[config.mk]
export PLATFORM = sky130hd
export DESIGN_NAME = enemy_missile_pool
export DESIGN_NICKNAME = d
export VERILOG_FILES = /design/src/rtl/space_inv_pkg.sv /design/src/rtl/em_slot.sv /design/src/rtl/enemy_missile_pool.sv
export SDC_FILE = /design/constraint.sdc
export NUM_CORES = 1
export LEC_CHECK = 0
export BUFFER_PORTS_ARGS = -buffer_cell sky130_fd_sc_hd__buf_4
export CAP_MARGIN = 0
export CELL_PAD_IN_SITES_DETAIL_PLACEMENT = 1
export CELL_PAD_IN_SITES_GLOBAL_PLACEMENT = 1
export CORE_MARGIN = 2
export CORE_UTILIZATION = 38
export CTS_BUF_LIST = sky130_fd_sc_hd__clkbuf_4
export CTS_CLUSTER_DIAMETER = 200
export CTS_CLUSTER_SIZE = 14
export DETAILED_ROUTE_END_ITERATION = 12
export PLACE_DENSITY = 0.79
export SLEW_MARGIN = 20
export SYNTH_ARGS = -nofsm -noshare
export SYNTH_HDL_FRONTEND = slang
export SYNTH_SLANG_ARGS = --single-unit
[constraint.sdc]
create_clock -name frame_clk -period 2.5 [get_ports frame_clk]
set_clock_uncertainty 0.05 [all_clocks]
set_input_delay 0.125 -clock frame_clk [delete_from_list [all_inputs] [get_ports frame_clk]]
set_output_delay 0.125 -clock frame_clk [all_outputs]
set_load 0.03 [all_outputs]
[src/rtl/space_inv_pkg.sv]
// Shared space-invaders types and screen geometry used by the missile pool and its slots.
package space_inv_pkg;

  localparam int SCREEN_W = 640;
  localparam int SCREEN_H = 480;

  typedef logic [9:0] coord_t;

  typedef enum logic {
    IDLE    = 1'b0,
    FALLING = 1'b1
  } slot_state_e;

  // 11-bit add so a coordinate pinned near 1023 saturates instead of wrapping
  function automatic coord_t sat_add(input coord_t a, input coord_t b);
    logic [10:0] sum;
    sum = {1'b0, a} + {1'b0, b};
    return sum[10] ? 10'd1023 : sum[9:0];
  endfunction

  function automatic coord_t clamp_x(input coord_t x, input int margin);
    coord_t lo;
    coord_t hi;
    lo = coord_t'(margin);
    hi = coord_t'(SCREEN_W - 1 - margin);
    return (x < lo) ? lo : ((x > hi) ? hi : x);
  endfunction

endpackage

[src/rtl/em_slot.sv]
// One enemy missile slot: IDLE/FALLING state plus position registers.
// With EM_AIM_EN defined a falling missile also drifts one pixel per frame toward ship_x.
module em_slot
  import space_inv_pkg::*;
#(
  parameter int EM_Y_STEP = 2,
  parameter int EM_Y_MAX  = 479,
  parameter int EM_SIZE   = 4
) (
  input  logic       frame_clk,
  input  logic       Reset_n,
  input  logic       alloc,
  input  logic [9:0] fire_x,
  input  logic [9:0] fire_y,
  input  logic [9:0] ship_x,
  input  logic       collided,
  output logic [9:0] em_x,
  output logic [9:0] em_y,
  output logic       exist
);

  slot_state_e state_r;
  coord_t      x_r;
  coord_t      y_r;
  coord_t      x_next_s;
  coord_t      y_next_s;
  logic [10:0] reach_s;
  logic        bottom_s;

  assign reach_s  = {1'b0, y_r} + 11'(EM_SIZE);
  assign bottom_s = (reach_s >= 11'(EM_Y_MAX));
  assign y_next_s = sat_add(y_r, coord_t'(EM_Y_STEP));

`ifdef EM_AIM_EN
  coord_t step_s;

  // One-pixel step toward the ship, then keep the sprite fully on screen
  always_comb begin
    step_s = x_r;
    if (ship_x > x_r) begin
      step_s = x_r + 10'd1;
    end else if (ship_x < x_r) begin
      step_s = x_r - 10'd1;
    end else begin
      step_s = x_r;
    end
    x_next_s = clamp_x(step_s, EM_SIZE);
  end
`else
  logic unused_ship_x_s;

  assign x_next_s        = x_r;
  assign unused_ship_x_s = ^ship_x;
`endif

  // Slot lifecycle; a retired slot keeps its last position since the renderer ignores it
  always_ff @(posedge frame_clk or negedge Reset_n) begin
    if (!Reset_n) begin
      state_r <= IDLE;
      x_r     <= 10'd0;
      y_r     <= 10'd0;
    end else begin
      case (state_r)
        IDLE: begin
          if (alloc) begin
            state_r <= FALLING;
            x_r     <= fire_x;
            y_r     <= fire_y;
          end
        end
        FALLING: begin
          if (collided || bottom_s) begin
            state_r <= IDLE;
          end else begin
            x_r <= x_next_s;
            y_r <= y_next_s;
          end
        end
        default: state_r <= IDLE;
      endcase
    end
  end

  assign em_x  = x_r;
  assign em_y  = y_r;
  assign exist = (state_r == FALLING);

endmodule

[src/rtl/enemy_missile_pool.sv]
// Pool of falling alien missiles: lowest-free-slot allocator, fire cooldown and hit pulse.
// Optional aiming toward the ship is enabled by defining EM_AIM_EN.
module enemy_missile_pool
  import space_inv_pkg::*;
#(
  parameter int NUM_MISSILES  = 4,
  parameter int EM_Y_STEP     = 2,
  parameter int EM_Y_MAX      = SCREEN_H - 1,
  parameter int EM_SIZE       = 4,
  parameter int FIRE_COOLDOWN = 24
) (
  input  logic                         frame_clk,
  input  logic                         Reset_n,
  input  logic                         fire_req,
  input  logic [9:0]                   fire_x,
  input  logic [9:0]                   fire_y,
  input  logic [9:0]                   ship_x,
  input  logic [NUM_MISSILES-1:0]      collided,
  output logic                         fire_ack,
  output logic [NUM_MISSILES-1:0][9:0] emX,
  output logic [NUM_MISSILES-1:0][9:0] emY,
  output logic [NUM_MISSILES-1:0]      em_exist,
  output logic                         player_hit,
  output logic                         pool_full
);

  localparam int CD_W = (FIRE_COOLDOWN > 0) ? $clog2(FIRE_COOLDOWN + 1) : 1;

  logic [CD_W-1:0]         cooldown_r;
  logic                    accept_s;
  logic                    hit_s;
  logic                    taken_s;
  logic [NUM_MISSILES-1:0] alloc_vec_s;

  assign pool_full = &em_exist;
  assign accept_s  = fire_req & (cooldown_r == {CD_W{1'b0}}) & ~pool_full;
  assign hit_s     = |(collided & em_exist);

  // Grant the lowest-index slot that was idle before this edge
  always_comb begin
    alloc_vec_s = {NUM_MISSILES{1'b0}};
    taken_s     = 1'b0;
    for (int i = 0; i < NUM_MISSILES; i++) begin
      alloc_vec_s[i] = accept_s & ~em_exist[i] & ~taken_s;
      taken_s        = taken_s | ~em_exist[i];
    end
  end

  // Cooldown counter plus registered ack and hit pulses
  always_ff @(posedge frame_clk or negedge Reset_n) begin
    if (!Reset_n) begin
      cooldown_r <= {CD_W{1'b0}};
      fire_ack   <= 1'b0;
      player_hit <= 1'b0;
    end else begin
      fire_ack   <= accept_s;
      player_hit <= hit_s;
      if (accept_s) begin
        cooldown_r <= CD_W'(FIRE_COOLDOWN);
      end else if (cooldown_r != {CD_W{1'b0}}) begin
        cooldown_r <= cooldown_r - {{(CD_W-1){1'b0}}, 1'b1};
      end else begin
        cooldown_r <= cooldown_r;
      end
    end
  end

  for (genvar g = 0; g < NUM_MISSILES; g++) begin : g_slot
    em_slot #(
      .EM_Y_STEP (EM_Y_STEP),
      .EM_Y_MAX  (EM_Y_MAX),
      .EM_SIZE   (EM_SIZE)
    ) u_slot (
      .frame_clk (frame_clk),
      .Reset_n   (Reset_n),
      .alloc     (alloc_vec_s[g]),
      .fire_x    (fire_x),
      .fire_y    (fire_y),
      .ship_x    (ship_x),
      .collided  (collided[g]),
      .em_x      (emX[g]),
      .em_y      (emY[g]),
      .exist     (em_exist[g])
    );
  end

endmodule

==> impl_metrics.csv <==
group,metric,value,unit
setup_path,cp_data_required_time,2.83,ns
yosys,synth_ff_type,"dfrtp_1",
yosys,synth_edf_count,0,
floorplanning,initial_utilization,0.386,
job,drv_cap,0,
yosys,yosys.area.top_type,"dfrtp_1",
place,dp_hpwl,13800,microns
layout,area_growth_syn_to_layout,35.1,%
pwr,power,6.08,mW
setup_path,cp_top_family,"simple AND/OR/NAND/NOR gates",
route,drt_iter0_drc,536,
sta,post-route-min-period,2.55,ns
setup_path,slowest_stage,"or4b_4",
floorplanning,num_rows,43,
min_path,holdCritPathClass,"in2reg",
setup_path,end_kind,"flip-flop",
global_route,grt-ovfl-total,0,
setup_path,cp_max_fo,7,
route,dr_total_vias,5583,
sta,max_freq,0.393,GHz
route,vias_per_cell,5.82,
clock_tree,worstSkewPairLatency,0.47,ns
setup_path,arrival,2.87,ns
clock_tree,cts_tree,"built",
global_route,antenna_found_initial,0,
pwr,ir_worst_vdd,0.000476,V
sta,hold_viol_final,0,
clock_tree,cts_sinks,91,
floorplanning,io_pins,124,
global_route,grt_max_degree,56,
layout,final_layout_size_suffix_gt1_frac,0.304,
setup_path,crit_path_start_kind,"flip-flop",
place,port_buffers,113,
route,drtAntennaViolNets,0,
yosys,synthCells,606,
yosys,synth_seq_cells,91,
clock_tree,htreeDepth,3,
floorplanning,fp.dieArea,14900,sq um
floorplanning,coreArea,13800,sq um
yosys,synth_area,5310,sq um
route,post_drt_wl_per_cell,20.1,microns
global_route,grt_pass1_vias,5847,
place,finalWeightedCongestion,0.897,
yosys,avgSynthCellArea,8.77,sq um
layout,nets,828,
sta,setup_slack,-0.0451,ns
clock_tree,cts_made_buffers,9,
clock_tree,path_clk_slew,0.15,ns
pwr,power_density,847,nW/um^2
place,place_inst,908,
floorplanning,fp.dieW,122,microns
layout,fin_cells,959,
layout,antenna_cells,0,
yosys,synth_top_area_frac,0.429,
yosys,synth_top_cells_by_area,"dfrtp_1 43%, nand2_1 10%, ha_1 4.0%, mux2_2 3.0%, a21oi_1 2.6%",
sta,rsz0062_at_grt,"yes",
yosys,async_flop_share,1.00,
setup_path,critPathBufInv,2,
sta,setup-violations-final,2,
status,status,"finished, violations left",
global_route,grt_use_total,0.263,
route,drt_first_pass_iters,7,
yosys,ys_warn_count,0,
clock_tree,clockBufferDepth,2,
pwr,p_leak,3.39,nW
route,drc_errors,0,
yosys,ys_seq_area_frac,0.429,
sta,max_slew_margin,0.485,
setup_path,cp_cell_sequence,"inv_2 -> ha_4 -> or4b_4 -> or4_4 -> and3_4 -> a41oi_4 -> buf_12 -> mux2i_1 -> nor2_1",
yosys,syn-num-nets,660,
status,violations,"negative setup slack",
clock_tree,cts-root-buf,"clkbuf_4",
sta,slew_violations,0,
global_route,grt_pass1_wl,30600,microns
yosys,yosysUniqueCellTypes,73,
floorplanning,die_y,122,microns
sta,worst_pin_slew,0.772,ns
setup_path,critPathMaxStageDelay,0.47,ns
route,drt_wl_total,19300,microns
setup_path,crit_type,"reg2reg",
sta,fin_crit_sh,1.02,
-- tightest hold or removal path: cells and delay by family --
kind / cells / cell delay [ns]
buffers and inverters: 2 / 0.25
AND/OR/NAND/NOR: 2 / 0.17
-- sequential cells by signal, summed over array words and instances, names as in the netlist --
register and flops:
g_slot.u_slot.em_y 40, cooldown_r 5, player_hit 1, g_slot.u_slot.em_x 40, g_slot.u_slot.exist 4, fire_ack 1
-- kinds of logic after synthesis --
family          Yosys count  synth area share
mux                      20            0.0410
compound gates          139             0.183
xor+xnor                  7            0.0115
buf+inv                  70            0.0560
fa+ha+maj                17            0.0400
simple gates            262             0.240
flops                    91             0.429
-- synthesized netlist by cell type (all sizes together), types with 8 or more instances --
cell type	n
nand2	144
dfrtp	91
clkbuf	32
inv	30
a21oi	28
o21ai	28
nand3	22
nor2	22
ha	17
mux2	14
a31oi	13
and3	12
nand4	12
buf	8
nor3	8
o211ai	8
o22ai	8
-- final timing paths --
path                                     startpoint                       end  slack [ns]  cells after the start
max                                   cooldown_r[1]  g_slot[3].u_slot.em_y[4]       -0.05                      9
min                                        fire_req                  fire_ack        0.09                      4
max reg2reg                           cooldown_r[1]  g_slot[3].u_slot.em_y[4]       -0.05                      9
min reg2reg                g_slot[2].u_slot.em_x[9]  g_slot[2].u_slot.em_x[9]        0.45                      2
max in group asynchronous                   Reset_n  g_slot[1].u_slot.em_x[7]        1.53                      3
min in group asynchronous                   Reset_n  g_slot[0].u_slot.em_y[8]        0.19                      2
-- placed cells by master, fill, tap and decap left out, types with 5 or more instances in the layout --
| cell type | count |
|---|---|
| a21o_1 | 6 |
| a21oi_1 | 23 |
| a21oi_2 | 5 |
| a31oi_1 | 13 |
| and3_1 | 11 |
| buf_4 | 169 |
| clkbuf_4 | 9 |
| dfrtp_1 | 89 |
| dlygate4sd3_1 | 24 |
| ha_1 | 13 |
| inv_1 | 28 |
| mux2_2 | 14 |
| mux2i_1 | 6 |
| nand2_1 | 144 |
| nand2b_1 | 6 |
| nand3_1 | 22 |
| nand4_1 | 12 |
| nor2_1 | 22 |
| nor3_1 | 7 |
| o211ai_1 | 8 |
| o21ai_0 | 25 |
| o22ai_1 | 8 |
| o32ai_1 | 6 |
-- cell type report --
cell class	count	area, sq um
Fill cell	1612	6600
Multi-Input combinational cell	445	2840
Sequential cell	91	2280
Timing Repair Buffer	197	1590
Tap cell	180	225
Inverter	30	113
Clock inverter	7	68.8
Clock buffer	9	67.6
-- where the power goes --
part	switching (mW)	internal, mW	leakage (nW)	total [mW]
sequential	0.382	1.83	1.16	2.21
clock	0.527	0.298	0.0616	0.826
combinational	1.83	1.21	2.17	3.04
total	2.74	3.34	3.39	6.08
-- routing by layer --
layer	GRT usage	part of all wire	wire [microns]	vias to the layer above
met5	0	0	0	-
met4	0.0891	0.022	418	0
met3	0.0590	0.068	1320	39
met2	0.445	0.49	9390	204
met1	0.333	0.42	8160	2839
li1	-	-	-	2501
-- metrics by stage --
stage	util	instance area (sq um)	setup slack [ns]	setup TNS (ns)	hold WS [ns]
3_5_place_dp	0.480	6610	-0.0228	-0.0505	0.202
5_1_grt	0.521	7180	-0.0885	-0.355	0.0719
3_3_place_gp	0.480	6610	0.0795	0	0.188
4_1_cts	0.510	7030	0.00594	0	0.0586
2_1_floorplan	-	5330	-0.0307	-0.0586	-0.221
6_report	0.521	7180	-0.0451	-0.0826	0.0857
-- what timing repair did --
action,CTS,global route
endpoints found under the setup margin,4,20
buffers inserted,5,5
gates resized for setup,1,22
pin swaps,0,2
hold buffers,24,0
gates cloned,0,1
endpoints found under the hold margin,120,0
Power figures use the tool's default switching activity.
